## config.mk

```make
export PLATFORM = sky130hd
export DESIGN_NAME = rr_mux_arbiter
export DESIGN_NICKNAME = d
export VERILOG_FILES = /design/src/rtl/rr_mux_arbiter.sv
export SDC_FILE = /design/constraint.sdc
export NUM_CORES = 1
export LEC_CHECK = 0
export CAP_MARGIN = 20
export CORE_MARGIN = 5
export CORE_UTILIZATION = 49
export DETAILED_ROUTE_END_ITERATION = 8
export PLACE_DENSITY_LB_ADDON = 0.05
export SLEW_MARGIN = 20
export SYNTH_ARGS = -nofsm -noshare
export SYNTH_HDL_FRONTEND = slang
export SYNTH_SLANG_ARGS = --single-unit
```

## constraint.sdc

```tcl
create_clock -name clk -period 10.3 [get_ports clk]
set_input_delay 3.09 -clock clk [delete_from_list [all_inputs] [get_ports clk]]
set_output_delay 3.09 -clock clk [all_outputs]
set_load 0.02 [all_outputs]
```

## src/rtl/rr_mux_arbiter.sv

```systemverilog
// Registered CHANNELS:1 multiplexer with per-channel valid/ready handshakes.
// Round-robin or direct-select arbitration feeds a one-entry output register.
module rr_mux_arbiter #(
    parameter int N        = 1,
    parameter int CHANNELS = 32,
    localparam int SEL_W   = $clog2(CHANNELS)
) (
    input  logic                  clk,
    input  logic                  rst,
    input  logic [CHANNELS*N-1:0] in_data,
    input  logic [CHANNELS-1:0]   in_valid,
    output logic [CHANNELS-1:0]   in_ready,
    input  logic                  mode,
    input  logic [SEL_W-1:0]      select,
    output logic [N-1:0]          out_data,
    output logic [SEL_W-1:0]      out_select,
    output logic                  out_valid,
    input  logic                  out_ready
);

    typedef enum logic {EMPTY, FULL} state_t;

    state_t           state, state_next;
    logic [SEL_W-1:0] last_grant;
    logic [SEL_W-1:0] grant_idx;
    logic             grant_found;
    logic             load_en;
    logic             accept;
    logic [N-1:0]     grant_word;
    int               scan_idx;

    // Descending scan so the channel closest after last_grant is the final winner
    always_comb begin
        grant_found = 1'b0;
        grant_idx   = '0;
        scan_idx    = 0;
        if (mode) begin
            for (int i = 0; i < CHANNELS; i++) begin
                if (SEL_W'(i) == select && in_valid[i]) begin
                    grant_found = 1'b1;
                    grant_idx   = SEL_W'(i);
                end
            end
        end else begin
            for (int k = CHANNELS; k >= 1; k--) begin
                scan_idx = int'(last_grant) + k;
                if (scan_idx >= CHANNELS) begin
                    scan_idx = scan_idx - CHANNELS;
                end
                if (in_valid[scan_idx]) begin
                    grant_found = 1'b1;
                    grant_idx   = SEL_W'(scan_idx);
                end
            end
        end
    end

    always_comb begin
        out_valid  = (state == FULL);
        load_en    = (state == EMPTY) || out_ready;
        accept     = grant_found && load_en && !rst;
        grant_word = in_data[grant_idx*N +: N];
        in_ready   = '0;
        if (accept) begin
            in_ready[grant_idx] = 1'b1;
        end
    end

    // A drain with a simultaneous load stays FULL, giving one word per cycle
    always_comb begin
        state_next = state;
        if (accept) begin
            state_next = FULL;
        end else if (state == FULL && out_ready) begin
            state_next = EMPTY;
        end
    end

    always_ff @(posedge clk) begin
        if (rst) begin
            state      <= EMPTY;
            out_data   <= '0;
            out_select <= '0;
            last_grant <= SEL_W'(CHANNELS - 1);
        end else begin
            state <= state_next;
            if (accept) begin
                out_data   <= grant_word;
                out_select <= grant_idx;
                last_grant <= grant_idx;
            end
        end
    end

endmodule
```

==> impl.org <==
** Routing
- In the routed design, unresolved DRC markers number 0.
- Post-route ant nets :: 0
- Final wirelength :: 36260 um
- Detailed routing inserted a total of 9844 vias.
- Vias/cell :: 6.766
- Initial DRC Count :: 1309
- Count of TritonRoute iterations in the first routing pass :: 6
- In the final routed layout, each cell accounts on average for 24.92 um.

** Clock network
- Clock tree from TritonCTS :: built
- Clock tree sinks :: 12
- The number of clock buffers added by TritonCTS is 3.
- CTS built an H-tree with a depth of 1.
- Worst-skew pair later-pin latency :: 240 ps
- In this run the clock root is driven by a clkbuf_16.
- The clock passes through at most 2 buffers.
- Clock-pin slew was measured on the worst setup and hold paths at 40 ps.

** STA
- Headroom to the max-slew limit came out at between 20% and 30%.
- The clock arrives with 2.922 ps of skew.
- Setup repair after global routing left no endpoint under its margin.
- Actual slew at the worst max-slew pin :: 1073 ps
- Maximum clock frequency :: 97.78 MHz
- Final setup violation count :: 0
- After layout, the worst setup slack is 72.96 ps.
- Total count of hold-check failures in the final report :: 0
- Minimum period implied by the final worst setup slack :: around 10000 ps
- Setup TNS Final :: 0 ps
- Final period util :: 99.29%
- The number of max-slew violations in the final report was 0.

** Synth
- In this run, synthesis inferred 0 flip-flops with an integrated enable.
- After synthesis, the most frequently instantiated cells are nand2_1 (96), nor2_1 (93), mux4_2 (90).
- Most common flop cell mapped by yosys :: dfxtp_1
- Library cell with the largest summed area after synthesis :: mux4_2
- Post-Syn Area :: 0.007901 mm^2
- Counting flops with an async set or reset pin after synthesis yields a share of 0%.
- When the netlist entered floorplanning its net count stood at ~1000.
- Average cell area after synthesis :: 8.415 um^2
- FF+latch count, synth :: 12
- Synthesis handed over a netlist of 939 instances.
- After synthesis, flip-flops and latches occupy under 10% of the total area.
- After synthesis, the largest area contributor takes up 25.65% of total cell area.
- By instance count, the leading cell after synthesis is nand2_1.
- Count of warnings emitted by yosys :: 0
- Number of different library cells in the post-synthesis netlist :: 86
- Yosys attributes the largest share of cell area to mux4_2 (26%), mux2i_1 (9.1%), mux2_2 (5.7%).

** Worst setup path
- Kind of critical path :: primary input to output pin
- Capture point of the worst reg-to-reg path :: out_data
- In this run the critical register-to-register path is launched from last_grant[1].
- For flop-to-flop paths, the worst setup slack is 4230 ps.
- Largest driver fanout on the critical path :: 6
- The number of buffers and inverters on the critical path is 5.
- Cell-by-cell trace of the critical path :: dlygate4sd2_1, buf_4, mux4_2, mux2_2, mux4_2, buf_4, or4_1, a21oi_1, o31ai_1, nand4_1, a31oi_2, a2bb2oi_2, buf_4, nor2_2, nand2b_1, nor2_1, clkdlybuf4s15_2
- Worst setup SP type :: primary input
- Worst path max stage delay :: 590 ps
- STA classifies the critical path endpoint as an output pin.
- Among cell families on the critical path, the largest total delay comes from multiplexers.
- Arrival @ worst endpoint :: ~7100 ps
- For the worst setup path, the data required time is 7210 ps.
- R2R cell count :: 17
- The slowest stage of the critical path is the mux4_2 cell.
- Cell with the most instances on the worst path :: buf_4

** Place
- Post-place setup slack :: -554.8 ps
- Once placement completed, the tool counted placed cells totaling 1440.
- During placement, the flow inserted port buffers numbering 111.
- Half-perimeter wire length after detailed placement :: 28480 um
- Final estimated routing congestion in global placement :: 1.017

** Layout
- 0 antenna diodes ended up in the layout.
- Compared with the post-synthesis result, the final layout area differs by 39.94%.
- The finished layout holds ~1500 standard cells, fillers aside.
- Cells with a size suffix above 1 make up between 30% and 40% of the layout.
- Post-layout nets :: between 1000 and 1500

** Floorplanning
- Count of pins on the block boundary :: 112
- Std cell rows :: 46
- Width of the die :: 137.0 um
- Measured along the y axis, the die boundary spans 137.0 um.
- The core region is approximately 0.016 mm^2.
- Full die area :: 0.01876 mm^2
- Initial Util :: about half

** Global routing
- Via count of the first global-routing pass :: 9353
- Global routing used 38.08% of the available tracks.
- Summed over all layers, the global routing overflow is 0.
- Maximum number of pins on one net before global-route repair :: 68
- The first global-routing pass estimated 54970 um of wire.
- The number of antenna violations at the first check in global routing is 0.

** Hold path
- Endpoint with the worst hold slack :: out_select[4]
- The startpoint identified for the worst hold timing path is out_select[4].
- Along the worst hold path, the cell count comes to 2.
- Classification of the worst-slack hold path :: register to register

** Run status
- Outcome :: completed

** Flow run
- Number of max-cap violations :: 0
## cells in the final DEF, fill, tap and decap left out, types with 11 or more instances in the layout
| cell type | n |
|---|---|
| a21oi_1 | 47 |
| nand3_1 | 28 |
| nand2b_1 | 14 |
| a22oi_1 | 13 |
| buf_4 | 247 |
| nand2_1 | 94 |
| clkdlybuf4s15_2 | 12 |
| ha_1 | 13 |
| xnor2_1 | 19 |
| mux4_2 | 92 |
| inv_1 | 18 |
| buf_2 | 12 |
| mux2_2 | 40 |
| nor3_1 | 12 |
| dlygate4sd2_1 | 21 |
| o22ai_1 | 18 |
| nor2b_1 | 18 |
| dlymetal6s2s_1 | 11 |
| nor2_1 | 88 |
| clkdlybuf4s50_1 | 47 |
| mux2i_1 | 70 |
| a31oi_1 | 18 |
| o21ai_0 | 30 |
## metal layers
metal  global-route usage (%)  share of wire [%]  wire [um]  vias to the layer above
met5                        0                  0          0                        -
met4                    15.02                5.0       1821                        0
met3                    7.500                 11       3995                      128
met2                    59.13                 45      16270                      697
met1                    52.17                 39      14180                     4682
li1                         -                  -          -                     4337
## state kept, by name (all words and copies together), names as in the netlist
register / count
last_grant: 5
out_select: 5
out_valid: 1
out_data: 1
## area by class of cell
type,count,area [um^2]
repair buffers,358,2953
fillers,1366,4771
inverters,26,97.59
well taps,216,270.3
multi-input cells,839,7398
flip-flops and latches,12,249.0
clock buffers,4,88.84
## worst min-delay path, delay by kind of cell (launching register included)
kind / cells / cell delay [ps]
AO/OA/AOI/OAI: 1 / 50
flip-flops: 1 / 300
AND/OR/NAND/NOR: 1 / 50
## logic make-up after synthesis
logic type	count (synthesis)	share of synthesized area [%]
AOI/OAI and AO/OA	259	23.48
xor gates and xnor gates	32	4.117
adders and majority gates	13	2.059
buffers and inverters	88	5.384
DFF	12	3.040
muxes	213	42.60
and+or+nand+nor	322	19.32
## worst max path at each step
| stage | from | end | cells past startpoint |
|---|---|---|---|
| 2_1_floorplan | in_valid[6] | in_ready[0] | 12 |
| 3_3_place_gp | in_valid[2] | in_ready[0] | 16 |
| 3_5_place_dp | in_valid[2] | in_ready[0] | 16 |
| 4_1_cts | in_valid[12] | in_ready[30] | 16 |
| 5_1_grt | in_valid[10] | in_ready[14] | 17 |
| 6_report | in_valid[10] | in_ready[4] | 17 |
## per-stage QoR
step | util, % | instance area [um^2] | hold slack (ps)
after global routing | 69.86 | 11060 | 482.6
after detailed placement | 68.22 | 10800 | 449.4
after CTS | 69.49 | 11000 | 458.2
final | 69.86 | 11060 | 457.8
after floorplan | - | 7901 | 534.5
after global placement | 68.22 | 10800 | 446.0
## what timing repair did
| item | CTS | global route |
|---|---|---|
| resized for setup | 140 | 51 |
| setup buffers | 9 | 2 |
| endpoints found under the setup margin | 32 | 32 |
| hold buffers | 0 | 0 |
| pin swaps | 3 | 8 |
Power is left out: the tool's default activity adds up to more than one toggle a clock period on the data nets, which glitch-free logic cannot reach.
